<file path="src/rtl/gate_bist_pkg.sv">
// rtl/gate_bist_pkg.sv - state encoding and truth-table constants for gate_bist
package gate_bist_pkg;

   localparam logic [1:0] S_IDLE   = 2'd0;
   localparam logic [1:0] S_SETTLE = 2'd1;
   localparam logic [1:0] S_SAMPLE = 2'd2;
   localparam logic [1:0] S_DONE   = 2'd3;

   // Bit i is the expected output for input vector i, with stim[0] = a.
   localparam logic [3:0] TT_OR2   = 4'b1110;
   localparam logic [3:0] TT_AND2  = 4'b1000;
   localparam logic [3:0] TT_XOR2  = 4'b0110;
   localparam logic [3:0] TT_NAND2 = 4'b0111;
   localparam logic [3:0] TT_NOR2  = 4'b0001;

endpackage

</file>
<file path="src/rtl/gate_bist.sv">
// rtl/gate_bist.sv - exhaustive stimulus walker and truth-table checker for small gates
module gate_bist
   import gate_bist_pkg::*;
#(
   parameter int                      N_IN        = 2,
   parameter int                      SETTLE      = 2,
   parameter logic [(1<<N_IN)-1:0]    TRUTH_TABLE = TT_OR2
) (
   input  logic              clk,
   input  logic              rst,
   input  logic              start,
   output logic [N_IN-1:0]   stim,
   input  logic              y_in,
   output logic              busy,
   output logic              done,
   output logic              pass,
   output logic [N_IN:0]     err_count,
   output logic              fail_valid,
   output logic [N_IN-1:0]   fail_vec
);

   localparam int              NV       = 1 << N_IN;
   localparam int              CW       = $clog2(SETTLE + 1);
   localparam logic [N_IN:0]   LAST_IDX = (N_IN+1)'(NV - 1);
   localparam logic [N_IN:0]   ERR_MAX  = (N_IN+1)'(NV);
   localparam logic [CW-1:0]   CNT_LAST = CW'(SETTLE - 1);

   logic [1:0]        state_q, state_d;
   logic [N_IN:0]     idx_q, idx_d;
   logic [CW-1:0]     cnt_q, cnt_d;
   logic [N_IN-1:0]   stim_q, stim_d;
   logic              busy_q, busy_d;
   logic              done_q, done_d;
   logic              pass_q, pass_d;
   logic [N_IN:0]     err_q, err_d;
   logic              fvalid_q, fvalid_d;
   logic [N_IN-1:0]   fvec_q, fvec_d;
   logic              mismatch;

   assign mismatch = (y_in != TRUTH_TABLE[idx_q[N_IN-1:0]]);

   always_comb begin
      state_d  = state_q;
      idx_d    = idx_q;
      cnt_d    = cnt_q;
      stim_d   = stim_q;
      pass_d   = pass_q;
      err_d    = err_q;
      fvalid_d = fvalid_q;
      fvec_d   = fvec_q;
      case (state_q)
         S_IDLE, S_DONE: begin
            // A restart from DONE is indistinguishable from a launch from IDLE.
            if (start) begin
               state_d  = S_SETTLE;
               idx_d    = '0;
               cnt_d    = '0;
               stim_d   = '0;
               pass_d   = 1'b0;
               err_d    = '0;
               fvalid_d = 1'b0;
               fvec_d   = '0;
            end
         end
         S_SETTLE: begin
            if (cnt_q == CNT_LAST) begin
               cnt_d   = '0;
               state_d = S_SAMPLE;
            end else begin
               cnt_d = cnt_q + CW'(1);
            end
         end
         default: begin
            if (mismatch) begin
               if (err_q != ERR_MAX) err_d = err_q + (N_IN+1)'(1);
               if (!fvalid_q) begin
                  fvalid_d = 1'b1;
                  fvec_d   = idx_q[N_IN-1:0];
               end
            end
            if (idx_q == LAST_IDX) begin
               state_d = S_DONE;
               stim_d  = '0;
               pass_d  = (err_d == '0);
            end else begin
               idx_d   = idx_q + (N_IN+1)'(1);
               stim_d  = idx_d[N_IN-1:0];
               state_d = S_SETTLE;
            end
         end
      endcase
      busy_d = (state_d == S_SETTLE) || (state_d == S_SAMPLE);
      done_d = (state_d == S_DONE);
   end

   always_ff @(posedge clk) begin
      if (rst) begin
         state_q  <= S_IDLE;
         idx_q    <= '0;
         cnt_q    <= '0;
         stim_q   <= '0;
         busy_q   <= 1'b0;
         done_q   <= 1'b0;
         pass_q   <= 1'b0;
         err_q    <= '0;
         fvalid_q <= 1'b0;
         fvec_q   <= '0;
      end else begin
         state_q  <= state_d;
         idx_q    <= idx_d;
         cnt_q    <= cnt_d;
         stim_q   <= stim_d;
         busy_q   <= busy_d;
         done_q   <= done_d;
         pass_q   <= pass_d;
         err_q    <= err_d;
         fvalid_q <= fvalid_d;
         fvec_q   <= fvec_d;
      end
   end

   assign stim       = stim_q;
   assign busy       = busy_q;
   assign done       = done_q;
   assign pass       = pass_q;
   assign err_count  = err_q;
   assign fail_valid = fvalid_q;
   assign fail_vec   = fvec_q;

endmodule

</file>
<file path="config.mk">
export PLATFORM = sky130hd
export DESIGN_NAME = gate_bist
export DESIGN_NICKNAME = d
export VERILOG_FILES = /design/src/rtl/gate_bist_pkg.sv /design/src/rtl/gate_bist.sv
export SDC_FILE = /design/constraint.sdc
export NUM_CORES = 1
export LEC_CHECK = 0
export BUFFER_PORTS_ARGS = -buffer_cell sky130_fd_sc_hd__buf_2
export CAP_MARGIN = 20
export CORE_UTILIZATION = 45
export DETAILED_ROUTE_END_ITERATION = 7
export PLACE_DENSITY = 0.73
export SETUP_SLACK_MARGIN = 0.4
export SKIP_CTS_REPAIR_TIMING = 1
export SLEW_MARGIN = 20
export SYNTH_ARGS = -nofsm -noshare
export SYNTH_HDL_FRONTEND = slang
export SYNTH_SLANG_ARGS = --single-unit
</file>
<file path="constraint.sdc">
create_clock -name clk -period 2.1 [get_ports clk]
set_clock_uncertainty 0.15 [all_clocks]
set_input_delay 0.315 -clock clk [delete_from_list [all_inputs] [get_ports clk]]
set_output_delay 0.315 -clock clk [all_outputs]
set_load 0.05 [all_outputs]
</file>
==> impl_metrics.json <==
{
  "status": "finished, final reports clean",
  "ys_async_sr_fraction_pct": 0,
  "cp.required_ns": 2.13,
  "synthMuxAreaShare_pct": 1.07,
  "die_w_microns": 47.6,
  "grt_use_met3_pct": 3.40,
  "drc": 0,
  "endpoint_kind": "flip-flop",
  "htreeDepth": 1,
  "timing.final.crit_share_pct": 84.7,
  "setup_tns_ns": 0,
  "ys_seq_elements": 18,
  "synth_top_cell_by_area": "dfxtp_1",
  "pwr-share-clk_pct": 26.8,
  "min-delay-path-class": "in2reg",
  "pwr-share-seq_pct": 45.6,
  "syn_area_per_cell_sq_um": 8.52,
  "synth_edf_count": 0,
  "synth.distinct_cells": 33,
  "powerDensity_nw_per_um2": 713,
  "syn_to_final_growth_pct": 23.8,
  "synth_ff_type": "dfxtp_1",
  "cts_root_buf": "clkbuf_4",
  "layoutNonFillerInstCount": 152,
  "drv_slew": 0,
  "drt_iter0_drc": 16,
  "crit_type": "reg2reg",
  "clock_path_buffers": 2,
  "swShare_pct": 32.4,
  "synth_compound_area_share_pct": 22.4,
  "die-height_microns": 47.6,
  "yosysMostFrequentCell": "dfxtp_1",
  "min_period_ns": 1.78,
  "port_buffers": 14,
  "routedWlPerCell_microns": 12.5,
  "clkTransAtPathRegs_ns": 0.12,
  "numCtsBuffers": 3,
  "cts_sinks": 18,
  "cp.arrival_ns": 1.81,
  "synth_fp_nets": 122,
  "fin_nets": 138,
  "cp_max_fo": 7,
  "synth_top_area_share_pct": 38.5,
  "avgViaCountPerCell": 5.30,
  "hold_viol": 0,
  "p_leak_nw": 0.475,
  "diodes": 0,
  "antenna_found_initial": 0,
  "synthTopCellsByCount": "dfxtp_1 (18), a21oi_1 (10), nand2_1 (10), inv_1 (9), nor2_1 (9)",
  "synthAdderAreaFrac_pct": 10.7,
  "io-pin-count": 15,
  "yosysSeqAreaShare_pct": 38.5,
  "reg2reg_slack_ns": 0.32,
  "whs_path_depth": 2,
  "fp.dieArea_sq_um": 2270,
  "grt-ovfl-total": 0,
  "synthXorXnorAreaFrac_pct": 2.67,
  "reg2regPathDepth": 6,
  "drive_gt1_share_pct": 33.6,
  "synth-simple-area-share_pct": 18.8,
  "synth_top_family_by_area": "compound AO/OA/AOI/OAI gates",
  "cts_tree": "done",
  "ant_nets": 0,
  "switchingPower_uw": 268,
  "grt_max_degree": 20,
  "place_congestion": 0.800,
  "busiest_layer": "met2",
  "dr.pass1.iters": 5,
  "syn-cell-area_sq_um": 937,
  "grt_use_met1_pct": 24.8,
  "maxCapViolCount": 0,
  "clock_latency_ns": 0.29,
  "worst_pin_slew_ns": 0.346,
  "worstSetupStartpointType": "flip-flop",
  "grt_pass1_wl_microns": 2770,
  "grt_setup_unrepaired": "yes",
  "yosys_warnings": 0,
  "max_freq_ghz": 0.563,
  "vias": 806,
  "setup_violations": 0,
  "dp_cells": 146,
  "core_area_sq_um": 1960,
  "ys_top_cells_by_area": "dfxtp_1 (38%), ha_1 (11%), a21oi_1 (5.3%)",
  "grt_usage_pct": 17.2,
  "slew_headroom_pct": 76.7,
  "start_util_pct": 47.8,
  "drt-total-wl_microns": 1900,
  "hpwl_microns": 1270,
  "grt_use_met2_pct": 26.0,
  "first_global_vias": 642,
  "rows": 16,
  "synthCells": 110,
  "p_comb_share_pct": 27.7,
  "intPower_uw": 559,
  "vdd_ir_drop_max_uv": 379
}
[final cells by class]
class | count | area, sq um
inverters | 9 | 36.3
clock buffers | 4 | 36.3
well taps | 27 | 33.8
flip-flops and latches | 18 | 373
repair buffers | 16 | 85.1
fillers | 191 | 802
multi-input cells | 78 | 596
[power groups by stage]
stage               clock [mW]  sequential [mW]  combinational [mW]
global placement             0            0.381               0.189
CTS                      0.219            0.374               0.192
global route             0.238            0.380               0.251
detailed placement           0            0.382               0.191
floorplan                    0            0.415               0.126
finish                   0.221            0.377               0.229
[through the flow]
stage | util (%) | setup slack (ns) | power [mW] | hold slack [ns] | instance area (sq um)
after CTS | 54.7 | 0.216 | 0.786 | 0.243 | 1070
after detailed placement | 52.9 | 0.246 | 0.573 | 0.298 | 1040
after floorplan | - | 0.385 | 0.540 | 0.285 | 961
after global routing | 59.1 | 0.253 | 0.869 | 0.271 | 1160
final | 59.1 | 0.322 | 0.827 | 0.246 | 1160
after global placement | 52.9 | 0.245 | 0.570 | 0.295 | 1040
[worst max-delay path, stage by stage (launching register included)]
cell and delay, ns:
dfxtp_4 0.40, inv_4 0.04, ha_4 0.26, o21a_1 0.11, a311o_1 0.30, ha_1 0.29, nor2b_4 0.12
[final timing paths]
| path | start | to |
|---|---|---|
| max reg2reg | state_q[0]$_SDFF_PP0_ | busy$_SDFF_PP0_ |
| max | state_q[0]$_SDFF_PP0_ | busy$_SDFF_PP0_ |
| min | rst | stim[0]$_SDFFE_PP0P_ |
| min reg2reg | stim[1]$_SDFFE_PP0P_ | stim[1]$_SDFFE_PP0P_ |
[logic make-up after synthesis]
family | Yosys count
xor+xnor | 2
compound gates | 32
flops | 18
mux | 1
fa+ha+maj | 8
simple gates | 35
buf+inv | 14
[flip-flops by register name, indices dropped and copies added, names as in the netlist]
| signal | flops |
|---|---|
| busy | 1 |
| cnt_q | 2 |
| done | 1 |
| err_count | 3 |
| fail_valid | 1 |
| fail_vec | 2 |
| idx_q | 3 |
| pass | 1 |
| state_q | 2 |
| stim | 2 |
[cells in the final DEF (no fill, tap or decap), types with 2 or more instances in the layout]
cell type and count:
inv_1 8, a21oi_1 9, o21ai_0 6, nand2_1 10, dfxtp_2 4, a22oi_1 2, buf_2 14, nor2b_4 2
dfxtp_1 12, buf_4 2, nor2_1 8, ha_2 2, dfxtp_4 2, nand2b_1 3, nor2b_1 4, clkbuf_4 3
ha_1 4, ha_4 2, o21a_1 2, nand4b_1 2
[routing by layer]
layer,wire (microns),up-vias
li1,-,408
met1,934,370
met2,843,26
met3,110,2
met4,9,0
met5,0,-
(Power assumes the default switching activity.)
